===== src/rtl/nibble_view_wrapper.sv =====
// Debounced switch/button front end driving a loadable shift register with a nibble viewer.
// Latency: input-to-state is 2+DB_CYCLES+1 edges, state-to-output is combinational; no backpressure.

module nibble_view_debounce #(
    parameter int DB_CYCLES = 4
) (
    input  logic clk,
    input  logic reset,
    input  logic raw_i,
    output logic level_o
);
    // Counter only ever holds 0..DB_CYCLES-1; the toggle fires on the final differing sample.
    localparam int CW = (DB_CYCLES < 2) ? 1 : $clog2(DB_CYCLES);

    logic          sync1_q;
    logic          sync2_q;
    logic          level_q;
    logic          level_d;
    logic [CW-1:0] cnt_q;
    logic [CW-1:0] cnt_d;

    always_comb begin
        cnt_d   = '0;
        level_d = level_q;
        if (sync2_q != level_q) begin
            if (cnt_q == CW'(DB_CYCLES - 1)) begin
                level_d = ~level_q;
            end else begin
                cnt_d = cnt_q + 1'b1;
            end
        end
    end

    always_ff @(posedge clk or posedge reset) begin
        if (reset) begin
            sync1_q <= 1'b0;
            sync2_q <= 1'b0;
            level_q <= 1'b0;
            cnt_q   <= '0;
        end else begin
            sync1_q <= raw_i;
            sync2_q <= sync1_q;
            level_q <= level_d;
            cnt_q   <= cnt_d;
        end
    end

    assign level_o = level_q;

endmodule

module nibble_view_wrapper #(
    parameter int            W          = 8,
    parameter logic [W-1:0]  LOAD_VALUE = W'(8'hA5),
    parameter int            DB_CYCLES  = 4,
    localparam int           NIB        = W / 4,
    localparam int           NI         = (NIB > 1) ? $clog2(NIB) : 1
) (
    input  logic          clk,
    input  logic          reset,
    input  logic [1:0]    sw,
    input  logic [2:0]    btn,
    output logic [3:0]    led,
    output logic [NI-1:0] nib_idx,
    output logic          serialout
);
    if (W < 4 || (W % 4) != 0) begin : g_bad_w
        $error("nibble_view_wrapper: W must be a multiple of 4 and at least 4");
    end
    if (DB_CYCLES < 1) begin : g_bad_db
        $error("nibble_view_wrapper: DB_CYCLES must be at least 1");
    end

    // Bit order: {btn[2], btn[1], btn[0], sw[1], sw[0]}
    logic [4:0]    raw;
    logic [4:0]    lvl;
    logic [4:1]    lvl_prev_q;
    logic [4:1]    rise;

    logic [W-1:0]  sr_q;
    logic [W-1:0]  sr_d;
    logic [NI-1:0] idx_q;
    logic [NI-1:0] idx_d;

    logic          evt_shift;
    logic          evt_load;
    logic          evt_dn;
    logic          evt_up;

    assign raw = {btn, sw};

    for (genvar g = 0; g < 5; g++) begin : g_db
        nibble_view_debounce #(
            .DB_CYCLES (DB_CYCLES)
        ) u_db (
            .clk     (clk),
            .reset   (reset),
            .raw_i   (raw[g]),
            .level_o (lvl[g])
        );
    end

    // Only rising edges of the debounced level are events, so a held press fires once.
    assign rise      = lvl[4:1] & ~lvl_prev_q;
    assign evt_shift = rise[1];
    assign evt_load  = rise[2];
    assign evt_dn    = rise[3];
    assign evt_up    = rise[4];

    always_comb begin
        sr_d = sr_q;
        if (evt_load) begin
            sr_d = LOAD_VALUE;
        end else if (evt_shift) begin
            sr_d = {sr_q[W-2:0], lvl[0]};
        end
    end

    // With a single nibble both wrap targets are 0, so the index stays put for W=4.
    always_comb begin
        idx_d = idx_q;
        if (evt_up && !evt_dn) begin
            idx_d = (idx_q == NI'(NIB - 1)) ? '0 : idx_q + 1'b1;
        end else if (evt_dn && !evt_up) begin
            idx_d = (idx_q == '0) ? NI'(NIB - 1) : idx_q - 1'b1;
        end
    end

    always_ff @(posedge clk or posedge reset) begin
        if (reset) begin
            lvl_prev_q <= '0;
            sr_q       <= '0;
            idx_q      <= '0;
        end else begin
            lvl_prev_q <= lvl[4:1];
            sr_q       <= sr_d;
            idx_q      <= idx_d;
        end
    end

    always_comb begin
        led = '0;
        for (int n = 0; n < NIB; n++) begin
            if (idx_q == NI'(n)) begin
                led = sr_q[4*n +: 4];
            end
        end
    end

    assign nib_idx   = idx_q;
    assign serialout = sr_q[W-1];

endmodule

===== config.mk =====
export PLATFORM = sky130hd
export DESIGN_NAME = nibble_view_wrapper
export DESIGN_NICKNAME = d
export VERILOG_FILES = /design/src/rtl/nibble_view_wrapper.sv
export SDC_FILE = /design/constraint.sdc
export NUM_CORES = 1
export LEC_CHECK = 0
export CAP_MARGIN = 20
export CELL_PAD_IN_SITES_DETAIL_PLACEMENT = 1
export CELL_PAD_IN_SITES_GLOBAL_PLACEMENT = 2
export CORE_MARGIN = 2
export CORE_UTILIZATION = 38
export CTS_CLUSTER_SIZE = 30
export DETAILED_ROUTE_END_ITERATION = 6
export GPL_TIMING_DRIVEN = 0
export MAX_ROUTING_LAYER = met4
export PLACE_DENSITY = 0.83
export SLEW_MARGIN = 20
export SYNTH_ARGS = -nofsm -noshare
export SYNTH_HDL_FRONTEND = slang
export SYNTH_SLANG_ARGS = --single-unit

===== constraint.sdc =====
create_clock -name clk -period 1.3 [get_ports clk]
set_input_delay 0.13 -clock clk [delete_from_list [all_inputs] [get_ports clk]]
set_output_delay 0.13 -clock clk [all_outputs]
set_load 0.02 [all_outputs]

==> impl_results.md, run 1 <==
* Worst path cell trace: buf_6 -> mux2_4 -> buf_6
* Synthesized area per cell at approximately 14 um2
* Post-synthesis cell count at just over 100
* Fmax at ~700 MHz
* Core ar. at between 0.003 and 0.004 mm2
* Share of cells above drive strength 1 at roughly 15%
* Yosys top cell by area: dfrtp_1
* GP Congestion at approximately 0.77
* Multi-input gate area at between 400 and 500 um2
* Filler cells at just under 400
* Max_slew headroom at around 49%
* Clk_lat worst skew at between 0.2 and 0.3 ns
* WL/cell at 12.73 um
* Post-Place Cell Area at between 0.0015 and 0.002 mm2
* Post-detail-place hpwl at about 1500 um
* Status: finished, violations left
* Area contributors post-synth: dfrtp_1 68%, mux2_1 7.2%, ha_1 5.4%, nand2_1 4.3%, xnor2_1 3.1%
* RSZ-0062 raised after global routing: true
* Starting Density at between 30% and 40%
* Critical Path End Type: output port
* Max Clock Skew at 0.002882 ns
* Final min period at 1.421 ns
* Yosys warning count at 0
* CP arrival at 1.29 ns
* CP max FO at 5
* PD cells at 2434 mW/mm2
* Deepest clock path buffer count at 2
* Pin count of the biggest net entering global routing at 39
* DIE AREA at about 0.0042 mm2
* DIE HEIGHT at around 65 um
* Static Leak at around 0.78 nW
* DRC violations left at 0
* Die width at around 65 um
* Initial antenna violation count at 0
* Maximum VDD drop at roughly 0.00070 V
* # diodes at 0
* CTS clk-pin slew, worst paths at 0.07 ns
* Num CTS Buffers at 5
* Total Wirelength at about 2200 um
* Post-synth ARST share at 100.0%
* Final Max Tran Viols at 0
* Design area at roughly 0.0017 mm2
* Vias in the first global route at approximately 840
* Final Cycle Share at 109.3%
* Post-Route Setup TNS at -0.2297 ns
* Net count after synthesis at approximately 120
* Top-count cell post-synth: dfrtp_1
* TritonCTS clock tree: done
* Top cell type's share of synthesized area at just under 70%
* Pre-antenna DRT Iters at 2
* Crit path required time at approximately 1.2 ns
* Most frequent cell on the critical path: buf_6
* Num rows at 22
* Fin nets at approximately 140
* Post-Syn Area at around 0.0014 mm2
* Vias/cell at about 4.6
* Port Buf Inserts at 12
* Antenna-violating nets left at 0
* Hold Crit Class: in -> reg
* Sequential share of the synthesized area at a little under 70%
* Root Buffer: clkbuf_8
* Number of synthesized flops with an enable pin at 0
* GRT Util Overall at 13.16%
* Global-route wire length before repair at 3905 um
* Post-synth top flop: dfrtp_1
* DR iter-0 viols at 42
* Final setup viols at 4
* Clock Sinks at 38
* Yosys cell types at 17
* Measured slew at the worst slew-check pin at between 0.7 and 0.8 ns
* H-tree depth at 2
* Register bit total from synthesis at 38
* CP max-delay cell: dfrtp_2
* Startpoint types: flip-flop
* Via count at 793
* Area growth from synthesis to layout at 20.39%
* Reg area at 952.2 um2
* Gr ovfl total at 0
* # IOs at 13
* Violated checks: negative setup slack
* Crit Path Class: reg -> out
* Synth top cells by count: 38 x dfrtp_1, 16 x nand2_1, 9 x mux2_1
* Max Cap Viol at 0
* CP peak stage delay at between 0.4 and 0.5 ns
* Final Hold Fails at 0
* Post-cts hold buffer count at 0
* Final WS setup at -0.1209 ns
==> per-layer routing <==
layer | GRT usage (%) | share of wire [%] | up-vias
met3 | 5.208 | 4.3 | 5
met1 | 15.50 | 45 | 402
met5 | - | 0 | -
met4 | 7.181 | 2.6 | 0
li1 | - | - | 373
met2 | 19.40 | 48 | 13
==> stage by stage <==
stage	setup WS, ns	total power, W	hold slack, ns	cells	util [%]
final	-0.1209	0.004099	0.2788	172	46.70
after CTS	-0.1599	0.004159	0.2721	172	46.60
after global routing	-0.1638	0.004436	0.2667	172	46.70
after detailed placement	-0.2385	0.003295	0.3365	162	43.79
after floorplan	0.1982	0.002780	0.1614	102	-
after global placement	-0.4332	0.003177	0.3312	162	43.79
==> layout by cell type (no fill, tap or decap), drive strengths merged, types with 2 or more instances in the layout <==
master / netlist / layout
a21oi: 4 / 4
buf: 1 / 7
clkbuf: 1 / 8
clkdlybuf4s50: 0 / 6
dfrtp: 38 / 38
dlygate4sd2: 0 / 2
ha: 6 / 6
mux2: 9 / 9
nand2: 16 / 16
nand2b: 3 / 3
nand3: 4 / 4
nor2b: 6 / 6
nor3: 4 / 4
xnor2: 5 / 5
==> worst paths after layout <==
kind | from | endpoint | slack, ns | cells after the start
setup reg to reg | g_db[4].u_db.level_o$_DFFE_PP0P_ | nib_idx$_DFFE_PP0P_ | 0.23 | 3
max in group asynchronous | reset | nib_idx$_DFFE_PP0P_ | 0.47 | 2
setup / recovery | nib_idx$_DFFE_PP0P_ | led[3] | -0.12 | 3
hold reg to reg | g_db[4].u_db.sync1_q$_DFF_PP0_ | g_db[4].u_db.sync2_q$_DFF_PP0_ | 0.35 | 0
hold / removal | btn[0] | g_db[2].u_db.sync1_q$_DFF_PP0_ | 0.28 | 1
min in group asynchronous | reset | g_db[0].u_db.sync1_q$_DFF_PP0_ | 0.30 | 2
==> state kept, by name, summed over array words and instances, names as in the netlist <==
name / flops
g_db.u_db.sync2_q: 5
g_db.u_db.sync1_q: 5
g_db.u_db.cnt_q: 10
lvl_prev_q: 4
g_db.u_db.level_o: 5
nib_idx: 1
sr_q: 8
==> layout make-up <==
| cell class | instances | share of cell area (%) |
|---|---|---|
| timing repair buffer | 14 | 7.652 |
| clock inverter | 1 | 0.2972 |
| sequential | 38 | 56.54 |
| tap | 48 | 3.566 |
| multi-input combinational | 61 | 25.85 |
| buffer | 2 | 0.7429 |
| inverter | 1 | 0.2229 |
| clock buffer | 7 | 5.126 |
==> worst max-delay path, delay by kind of cell (launching register included) <==
family                 cells  cell delay [ns]
DFF                        1             0.45
buffers and inverters      2             0.27
muxes                      1             0.29
==> report_power, final <==
part / total [W] / internal, W / switching [W] / leakage [nW]
logic: 0.00139 / 0.000715 / 0.000673 / 0.275
registers: 0.00190 / 0.00160 / 0.000297 / 0.461
clock network: 0.000810 / 0.000427 / 0.000382 / 0.0482
==> repair_timing <==
action	4_1_cts	5_1_grt
endpoints found under the setup margin	6	4
resized for setup	24	1
endpoints found under the hold margin	0	0
setup buffers	2	0
==> kinds of logic after synthesis <==
family / share of synthesized area, %
AO/OA/AOI/OAI: 1.431
XOR/XNOR: 3.757
adder cells (fa/ha/maj): 5.367
buffers and inverters: 1.162
flip-flops: 67.98
multiplexers: 7.245
AND/OR/NAND/NOR: 13.06
(Power assumes the default switching activity.)
==> run 2: changes to the inputs <==
- CORE_UTILIZATION: 38 -> 28
- PLACE_DENSITY: 0.83 -> 0.66
- SLEW_MARGIN: 20 -> 0
==> run 2 against run 1 <==
  * Non-clock buffer count increased by 2
  * Cell count increased by 12%
  * The run still ends with negative setup slack left
  * Clock skew decreased by 0.00072 ns
  * Sequential share of layout area decreased by 2.0 points
  * First-iteration DRC count decreased by 62%
  * Count of clock-buffer cells in the layout unchanged
  * Critical endpoint is now led[1]
  * Register-to-register slack got worse by 0.02 ns
  * Design area increased by 3.7%
  * Hold slack improved by 0.0055 ns
==> impl_results.md, run 2 (synthesis results as in run 1) <==
* DIE HEIGHT at 74.68 um (+15%)
* GP Congestion at 0.7683 (+0.42%)
* Violated checks: negative setup slack
* Gr ovfl total at 0 (unchanged)
* Max Clock Skew at 0.002163 ns (-0.0007190 ns)
* Deepest clock path buffer count at 2 (unchanged)
* Share of cells above drive strength 1 at 17.46% (+2.1 points)
* Filler cells at 503 (+30%)
* Core ar. at 0.004786 mm2 (+33%)
* # diodes at 0 (unchanged)
* CP max FO at 4 (-1)
* Post-Route Setup TNS at -0.3208 ns (-0.09115 ns)
* Root Buffer: clkbuf_8
* DIE AREA at 0.005577 mm2 (+33%)
* Crit path required time at 1.17 ns (about the same)
* TritonCTS clock tree: done
* RR Startpoint: g_db[4].u_db.level_o$_DFFE_PP0P_
* Vias in the first global route at 875 (+3.9%)
* Util after Layout at 36.50% (-10 points)
* Via count at 798 (+0.63%)
* Final Cycle Share at 109.6% (+0.34 points)
* Starting Density at 29.23% (-9.6 points)
* Clk_lat worst skew at 0.28 ns (about the same)
* Max_slew headroom at 46.24% (-3.1 points)
* RSZ-0062 raised after global routing: true
* Pin count of the biggest net entering global routing at 21 (-46%)
* DRC violations left at 0 (unchanged)
* Pre-antenna DRT Iters at 4 (+2)
* Crit Path Class: reg -> out
* Die width at 74.68 um (+15%)
* Num rows at 25 (+14%)
* Vias/cell at 4.135 (-10%)
* PD cells at 2377 mW/mm2 (-2.4%)
* Total Wirelength at 2285 um (+4.4%)
* Post-cts hold buffer count at 0 (unchanged)
* WL/cell at 11.84 um (-7.0%)
* Pre-CTS setup slack at -0.2298 ns (+0.008695 ns)
* GRT Util Overall at 10.69% (-2.5 points)
* Num CTS Buffers at 5 (unchanged)
* Static Leak at 0.8069 nW (+2.9%)
* Final Max Tran Viols at 0 (unchanged)
* Antenna-violating nets left at 0 (unchanged)
* Global-route wire length before repair at 4140 um (+6.0%)
* Status: finished, violations left
* Largest registers: g_db.u_db.cnt_q x10, sr_q x8
* Maximum VDD drop at 0.0006462 V (-7.1%)
* H-tree depth at 2 (unchanged)
* Max Cap Viol at 0 (unchanged)
* RR Endpoint: nib_idx$_DFFE_PP0P_
* Commonest non-fill, non-tap cell in the layout: dfrtp_1
* Final Hold Fails at 0 (unchanged)
* Largest register FFs at 10 (unchanged)
* Measured slew at the worst slew-check pin at 0.8055 ns (+0.04693 ns)
* Port Buf Inserts at 12 (unchanged)
* Initial antenna violation count at 0 (unchanged)
* CP arrival at 1.30 ns (about the same)
* DR iter-0 viols at 16 (-62%)
* Fin nets at 138 (+1.5%)
* CTS clk-pin slew, worst paths at 0.07 ns (about the same)
* Hold Crit Class: in -> reg
* Post-detail-place hpwl at 1607 um (+8.9%)
* Fmax at 701.6 MHz (-0.31%)
* Commonest cells after routing, fill and taps aside: 37 x dfrtp_1, 16 x nand2_1, 7 x mux2_1
* Final setup viols at 4 (unchanged)
* # IOs at 13 (unchanged)
* Final min period at 1.425 ns (+0.004362 ns)
* Crit path to: led[1]
* FF-to-FF path depth at 3 (unchanged)
* Critical path startpoint: nib_idx$_DFFE_PP0P_
* Clock Sinks at 38 (unchanged)
* Final WS setup at -0.1253 ns (-0.004362 ns)
* Critical Path End Type: output port
* Worst reg2reg setup slack at 0.21 ns (-0.02 ns)
* Startpoint types: flip-flop
* Biggest register: g_db.u_db.cnt_q
* Area growth from synthesis to layout at 24.87%
## run 2: cell count changes in the layout (fill, tap and decap cells not counted)
cell           before  now
buf_16              0    1
buf_6               3    4
clkbuf_2            1    2
dlygate4sd2_1       2    1
inv_1               0    1
inv_2               1    0
mux2_1              8    7
mux2_4              1    2
## run 2: cell type report
cell class / instances / area [um2] / share of cell area (%)
Buffer: 2 / 12.51 / 0.7163
Sequential cell: 38 / 952.2 / 54.51
Tap cell: 67 / 83.83 / 4.799
Inverter: 1 / 3.754 / 0.2149
Multi-Input combinational cell: 61 / 439.2 / 25.14
Clock inverter: 1 / 5.005 / 0.2865
Timing Repair Buffer: 16 / 163.9 / 9.384
Clock buffer: 7 / 86.33 / 4.943
## run 2: layer usage
| layer | track usage [%] | vias to the layer above | routed length (um) |
|---|---|---|---|
| met2 | 16.32 | 14 | 1159 |
| met4 | 5.952 | 0 | 58 |
| met3 | 4.016 | 7 | 86 |
| met1 | 12.10 | 398 | 980 |
| met5 | - | - | 0 |
| li1 | - | 379 | - |
## run 2: worst min-delay path by stage
stage / startpoint / endpoint / slack [ns] / depth (start not counted)
after floorplan: sw[0] / g_db[0].u_db.sync1_q$_DFF_PP0_ / 0.16 / 0
after CTS: sw[0] / g_db[0].u_db.sync1_q$_DFF_PP0_ / 0.27 / 1
after global routing: btn[2] / g_db[4].u_db.sync1_q$_DFF_PP0_ / 0.27 / 1
after global placement: g_db[4].u_db.sync1_q$_DFF_PP0_ / g_db[4].u_db.sync2_q$_DFF_PP0_ / 0.33 / 0
final: sw[0] / g_db[0].u_db.sync1_q$_DFF_PP0_ / 0.28 / 1
after detailed placement: g_db[3].u_db.sync1_q$_DFF_PP0_ / g_db[3].u_db.sync2_q$_DFF_PP0_ / 0.34 / 0
## run 2: worst max-delay path: stages (launching register included)
cell and delay (ns):
dfrtp_2 0.45, buf_6 0.14, mux2_4 0.29, buf_6 0.13
## run 2: where the power goes
group	switching, W	internal (W)
Clock	0.000371	0.000427
Combinational	0.000685	0.000762
Sequential	0.000301	0.00160
## run 2: timing repair
| action | in CTS | in global routing |
|---|---|---|
| setup endpoints to repair | 6 | 5 |
| setup buffers | 3 | 0 |
| resized for setup | 26 | 3 |
## run 2: stage by stage
step	power (W)	instance area [um2]	instances	hold slack [ns]
after CTS	0.004234	1744	193	0.2736
final	0.004151	1747	193	0.2843
after global placement	0.003211	1603	181	0.3314
after floorplan	0.002780	1399	102	0.1614
after global routing	0.004508	1747	193	0.2712
after detailed placement	0.003316	1630	182	0.3373
